==> src/rtl/aq_fcnvt_itof_d_pipe.sv <==
// Three-stage integer to binary64 converter for the vfalu FCNVT path.
// Stages: magnitude + leading-zero count, normalize, round + pack.
module aq_fcnvt_itof_d_pipe #(
  parameter int LAT = 3
) (
  input  logic        forever_cpuclk,
  input  logic        cpurst_b,
  input  logic        itof_flush,
  input  logic        itof_in_vld,
  output logic        itof_in_rdy,
  input  logic [63:0] itof_in_src,
  input  logic        itof_in_is_64,
  input  logic        itof_in_signed,
  input  logic [2:0]  itof_in_rm,
  output logic        itof_out_vld,
  input  logic        itof_out_rdy,
  output logic [63:0] itof_out_result,
  output logic        itof_out_nx
);

  if (LAT != 3) begin : g_lat_unsupported
    $error("aq_fcnvt_itof_d_pipe supports LAT=3 only");
  end

  logic s1_vld_q;
  logic s2_vld_q;
  logic s3_vld_q;
  logic s1_free;
  logic s2_free;
  logic s3_free;
  logic in_fire;

  assign s3_free     = ~s3_vld_q | itof_out_rdy;
  assign s2_free     = ~s2_vld_q | s3_free;
  assign s1_free     = ~s1_vld_q | s2_free;
  assign itof_in_rdy = s1_free;
  assign in_fire     = itof_in_vld & s1_free;

  // S1: source select, magnitude, leading-zero count
  logic [63:0] op_d;
  logic        sign_d;
  logic [63:0] mag_d;
  logic        zero_d;
  logic [5:0]  lzc_d;

  always_comb begin
    op_d = itof_in_src;
    if (!itof_in_is_64) begin
      op_d = {{32{itof_in_signed & itof_in_src[31]}},
              itof_in_src[31:0]};
    end
    sign_d = itof_in_signed & op_d[63];
    mag_d  = sign_d ? (~op_d + 64'd1) : op_d;
    zero_d = (mag_d == 64'd0);
  end

  // highest set bit wins since the scan runs upward
  always_comb begin
    lzc_d = 6'd0;
    for (int i = 0; i < 64; i++) begin
      if (mag_d[i]) lzc_d = 6'(63 - i);
    end
  end

  logic        s1_sign_q;
  logic        s1_zero_q;
  logic [5:0]  s1_lzc_q;
  logic [63:0] s1_mag_q;
  logic [2:0]  s1_rm_q;

  // S2: normalize
  logic [63:0] norm_d;
  logic [10:0] exp_d;
  logic        s2_zero_d;

  always_comb begin
    norm_d    = s1_mag_q << s1_lzc_q;
    exp_d     = 11'd1086 - {5'd0, s1_lzc_q};
    s2_zero_d = s1_zero_q | ~norm_d[63];
  end

  logic        s2_sign_q;
  logic        s2_zero_q;
  logic [2:0]  s2_rm_q;
  logic [10:0] s2_exp_q;
  logic [51:0] s2_man_q;
  logic        s2_g_q;
  logic        s2_s_q;

  // S3: round and pack
  logic        inc_d;
  logic        inx_d;
  logic [62:0] sum_d;
  logic [63:0] res_d;
  logic        nx_d;

  always_comb begin
    inx_d = s2_g_q | s2_s_q;
    case (s2_rm_q)
      3'd1:    inc_d = 1'b0;
      3'd2:    inc_d = s2_sign_q & inx_d;
      3'd3:    inc_d = ~s2_sign_q & inx_d;
      3'd4:    inc_d = s2_g_q;
      default: inc_d = s2_g_q & (s2_s_q | s2_man_q[0]);
    endcase
    sum_d = {s2_exp_q, s2_man_q} + {62'd0, inc_d};
    res_d = s2_zero_q ? 64'd0 : {s2_sign_q, sum_d};
    nx_d  = ~s2_zero_q & inx_d;
  end

  logic [63:0] s3_res_q;
  logic        s3_nx_q;

  always_ff @(posedge forever_cpuclk) begin
    if (!cpurst_b || itof_flush) begin
      s1_vld_q <= 1'b0;
      s2_vld_q <= 1'b0;
      s3_vld_q <= 1'b0;
    end else begin
      if (s1_free) s1_vld_q <= itof_in_vld;
      if (s2_free) s2_vld_q <= s1_vld_q;
      if (s3_free) s3_vld_q <= s2_vld_q;
    end
  end

  always_ff @(posedge forever_cpuclk) begin
    if (in_fire) begin
      s1_sign_q <= sign_d;
      s1_zero_q <= zero_d;
      s1_lzc_q  <= lzc_d;
      s1_mag_q  <= mag_d;
      s1_rm_q   <= itof_in_rm;
    end
    if (s2_free && s1_vld_q) begin
      s2_sign_q <= s1_sign_q;
      s2_zero_q <= s2_zero_d;
      s2_rm_q   <= s1_rm_q;
      s2_exp_q  <= exp_d;
      s2_man_q  <= norm_d[62:11];
      s2_g_q    <= norm_d[10];
      s2_s_q    <= |norm_d[9:0];
    end
    if (s3_free && s2_vld_q) begin
      s3_res_q <= res_d;
      s3_nx_q  <= nx_d;
    end
  end

  assign itof_out_vld    = s3_vld_q;
  assign itof_out_result = s3_vld_q ? s3_res_q : 64'd0;
  assign itof_out_nx     = s3_vld_q & s3_nx_q;

endmodule
==> config.mk <==
export PLATFORM = sky130hd
export DESIGN_NAME = aq_fcnvt_itof_d_pipe
export DESIGN_NICKNAME = d
export VERILOG_FILES = /design/src/rtl/aq_fcnvt_itof_d_pipe.sv
export SDC_FILE = /design/constraint.sdc
export NUM_CORES = 1
export LEC_CHECK = 0
export CAP_MARGIN = 20
export CORE_UTILIZATION = 63
export DETAILED_ROUTE_END_ITERATION = 10
export GPL_ROUTABILITY_DRIVEN = 1
export PLACE_DENSITY_LB_ADDON = 0.2
export SYNTH_ARGS = -nofsm -noshare
export SYNTH_HDL_FRONTEND = slang
export SYNTH_SLANG_ARGS = --single-unit
==> constraint.sdc <==
create_clock -name forever_cpuclk -period 13.48 [get_ports forever_cpuclk]
set_clock_uncertainty 0.1 [all_clocks]
set_input_delay 2.696 -clock forever_cpuclk [delete_from_list [all_inputs] [get_ports forever_cpuclk]]
set_output_delay 2.696 -clock forever_cpuclk [all_outputs]
set_load 0.02 [all_outputs]
==> run_results.csv <==
group,metric,value,unit
cells_and_area,stdcell_count,2068,
timing,whs,0.3278,ns
floorplanning,die-area,25890,um2
placed_design,numPortBuffers,140,
pwr,power_frac_seq,0.409,
cts,cts.htree.levels,1,
synthesis,ys_warn_count,0,
floorplanning,coreArea,24530,um2
pwr,power.share.clock,0.289,
worst_setup_path,start_kind,"input port",
cts,clkSinkCount,213,
route,avgRoutedWirePerCell,19.13,um
synthesis,synth_area,15910,um2
timing,finalMaxSlewViolations,0,
grt,gr-total-overflow,0,
grt,grt_pass1_vias,12330,
route,drc_errors,0,
worst_setup_path,path_common_cell,"clkdlybuf4s50_1",
placed_design,place.detailed.hpwl,29320,um
worst_setup_path,required,10.68,ns
placed_design,post_dp_cell_area,17390,um2
timing,worstMarginPinSlew,0.9856,ns
cells_and_area,final_cell_area,18080,um2
timing,setup_ws,6.210,ns
pwr,intPower,1360,uW
grt,antenna_found_initial,0,
timing,grt_setup_unrepaired,"false",
timing,hold_viol,0,
timing,fmax,137.6,MHz
worst_setup_path,rr_worst_depth,17,
grt,grt_usage,0.3028,
cts,clock_latency,0.50,ns
pwr,p_sw,600.0,uW
cells_and_area,area_growth,13.66,%
cts,clk_path_buf_depth,3,
cts,cts_hold_repair.buffers,0,
cells_and_area,drive_gt1_frac,0.1049,
floorplanning,die_y,160.9,um
placed_design,place_inst,2031,
pwr,combPwrFrac,0.302,
cts,cts_setup_buffers,0,
synthesis,synth_seq_area_share,0.4002,
cells_and_area,n_antenna_cell,0,
pwr,max-vdd-ir-drop,0.07729,mV
route,ant_nets,0,
route,dr.pass1.iters,6,
floorplanning,ios,141,
cts,cts_tree,"done",
grt,grt_busiest_layer,"met2",
timing,slew_headroom,0.3259,
placed_design,pre_cts_ws,5.988,ns
floorplanning,start_util,0.6485,
synthesis,synth-edff-count,210,
grt,met2_usage,0.5076,
synthesis,syn_inst,1669,
timing,min_period,7.270,ns
worst_setup_path,cp_max_fo,6,
grt,grtUsageMet3,0.02763,
worst_setup_path,slowest_delay,0.61,ns
pwr,swShare,0.3061,
synthesis,synth_cell_types,88,
worst_setup_path,arrival,4.47,ns
worst_setup_path,rrSetupSlack,8.90,ns
synthesis,synth.area.top_cells,"edfxtp_1 40%, mux4_2 7.2%, nor2_1 4.8%",
worst_setup_path,cp-end-kind,"output port",
floorplanning,fp-row-count,57,
hold_path,hold_path_class,"reg2reg",
floorplanning,die_w,160.9,um
grt,grtUsageMet1,0.4067,
cts,cts.clk_slew.worst_paths,0.06,ns
pwr,power.density,108.4,nW/um2
cts,cts_inserted_buffers,21,
synthesis,synth_top_area_share,0.3964,
cells_and_area,num-nets-final,1810,
synthesis,yosysTopAreaCell,"edfxtp_1",
route,postRouteWirelength,39560,um
synthesis,netlist_top_cells_count,"210 x edfxtp_1, 205 x nor2_1, 150 x nand2_1",
worst_setup_path,r2r-end,"s3_res_q[62]",
synthesis,ys_ff_latch,213,
route,num_vias,13380,
worst_setup_path,cp-startpoint,"itof_out_rdy",
worst_setup_path,slowest_stage,"nor2b_1",
grt,grt_pass1_wl,63420,um
cts,post_cts_resized,0,
worst_setup_path,path_class,"in2out",
grt,grt_max_degree,82,
job,drv_cap,0,
synthesis,synth.most_common_cell,"edfxtp_1",
pwr,cellLeakagePower,0.006041,uW
placed_design,gp_congestion,0.9841,
timing,setup_viol,0,
synthesis,synth-async-reset-ratio,0,
run_status,run_status,"finished clean",
synthesis,synth_flop_cell,"edfxtp_1",
cells_and_area,nFillCells,1760,
worst_setup_path,path_cells,"clkdlybuf4s50_1, nor2b_1, nand3_1, clkdlybuf4s50_1",
cts,cts_root_buffer,"clkbuf_16",
worst_setup_path,crit_end,"itof_in_rdy",
route,drt-initial-drc-count,1566,
synthesis,avgSynthCellArea,9.532,um2
route,routed_via_density,6.468,
timing,timing.final.crit_share,0.5393,
timing,finalSetupTns,0,ns
synthesis,synth_nets,1748,
worst_setup_path,regToRegStartpoint,"s2_sign_q",
## placed cells by master, fill, tap and decap left out, types with 9 or more instances in the layout
cell type / n
a211oi_1: 15
a21oi_1: 116
a31oi_1: 25
and2_1: 68
and3_1: 14
and4_1: 9
buf_4: 16
clkbuf_16: 21
clkdlybuf4s50_1: 139
edfxtp_1: 210
inv_1: 41
mux2_2: 45
mux2i_1: 57
mux4_2: 51
nand2_1: 150
nand2b_1: 15
nand3_1: 50
nand4_1: 18
nor2_1: 205
nor2b_1: 15
nor3_1: 24
nor4_1: 23
o211ai_1: 9
o21ai_0: 74
o22ai_1: 25
o31ai_1: 11
o41ai_1: 9
or2_2: 9
or3_1: 25
xnor2_1: 49
xor2_1: 56
## how the worst min path moves through the flow
stage	start	end	slack (ns)	cells past startpoint
global route	s1_rm_q[1]	s2_rm_q[1]	0.32	0
detailed placement	s1_rm_q[1]	s2_rm_q[1]	0.31	0
CTS	s1_rm_q[1]	s2_rm_q[1]	0.32	0
global placement	s1_rm_q[0]	s2_rm_q[0]	0.32	0
floorplan	s1_rm_q[0]	s2_rm_q[0]	0.30	0
finish	s1_rm_q[1]	s2_rm_q[1]	0.33	0
## power by group through the flow
stage / Sequential [uW] / Clock [uW] / Combinational (uW)
after floorplan: 809 / 0 / 425
final: 802 / 566 / 593
after detailed placement: 815 / 0 / 574
after CTS: 801 / 572 / 578
after global routing: 806 / 595 / 638
after global placement: 812 / 0 / 565
## logic make-up after synthesis
logic type,after synthesis,synth area share
multiplexers,153,0.1399
AO/OA/AOI/OAI,355,0.1413
XOR/XNOR,105,0.05781
flip-flops,213,0.4002
AND/OR/NAND/NOR,676,0.2168
buffers and inverters,162,0.04019
adder cells (fa/ha/maj),5,0.003932
## layout make-up
cell class	count	area [um2]	area share
Clock buffer	29	565.5	0.03128
Sequential cell	213	6366	0.3521
Inverter	44	165.2	0.009134
Multi-Input combinational cell	1294	8937	0.4943
Clock inverter	7	98.84	0.005466
Timing Repair Buffer	157	1544	0.08539
Tap cell	324	405.4	0.02242
## per-stage QoR
step           utilization  total power, uW
2_1_floorplan            -             1234
3_5_place_dp        0.7088             1389
3_3_place_gp        0.7088             1376
5_1_grt             0.7370             2038
4_1_cts             0.7359             1952
6_report            0.7370             1960
## registers in the layout, summed over array words and instances (netlist names)
name          cells
s2_man_q         52
s1_sign_q         1
s3_nx_q           1
s2_zero_q         1
s2_sign_q         1
s2_s_q            1
s1_lzc_q          6
s2_exp_q         11
s2_rm_q           3
s1_mag_q         64
s1_rm_q           3
s1_zero_q         1
s2_vld_q          1
s2_g_q            1
s1_vld_q          1
s3_res_q         64
itof_out_vld      1
## worst max-delay path: cells and delay by family
kind	cells	cell delay, ns
buf+inv	2	0.97
simple gates	2	0.80
## per-layer routing
metal | up-vias | part of all wire | wire (um)
met4 | 0 | 0.041 | 1629
met3 | 101 | 0.065 | 2554
met5 | - | 0 | 0
met2 | 600 | 0.48 | 18890
li1 | 6353 | - | -
met1 | 6322 | 0.42 | 16490
Power figures use the tool's default switching activity.
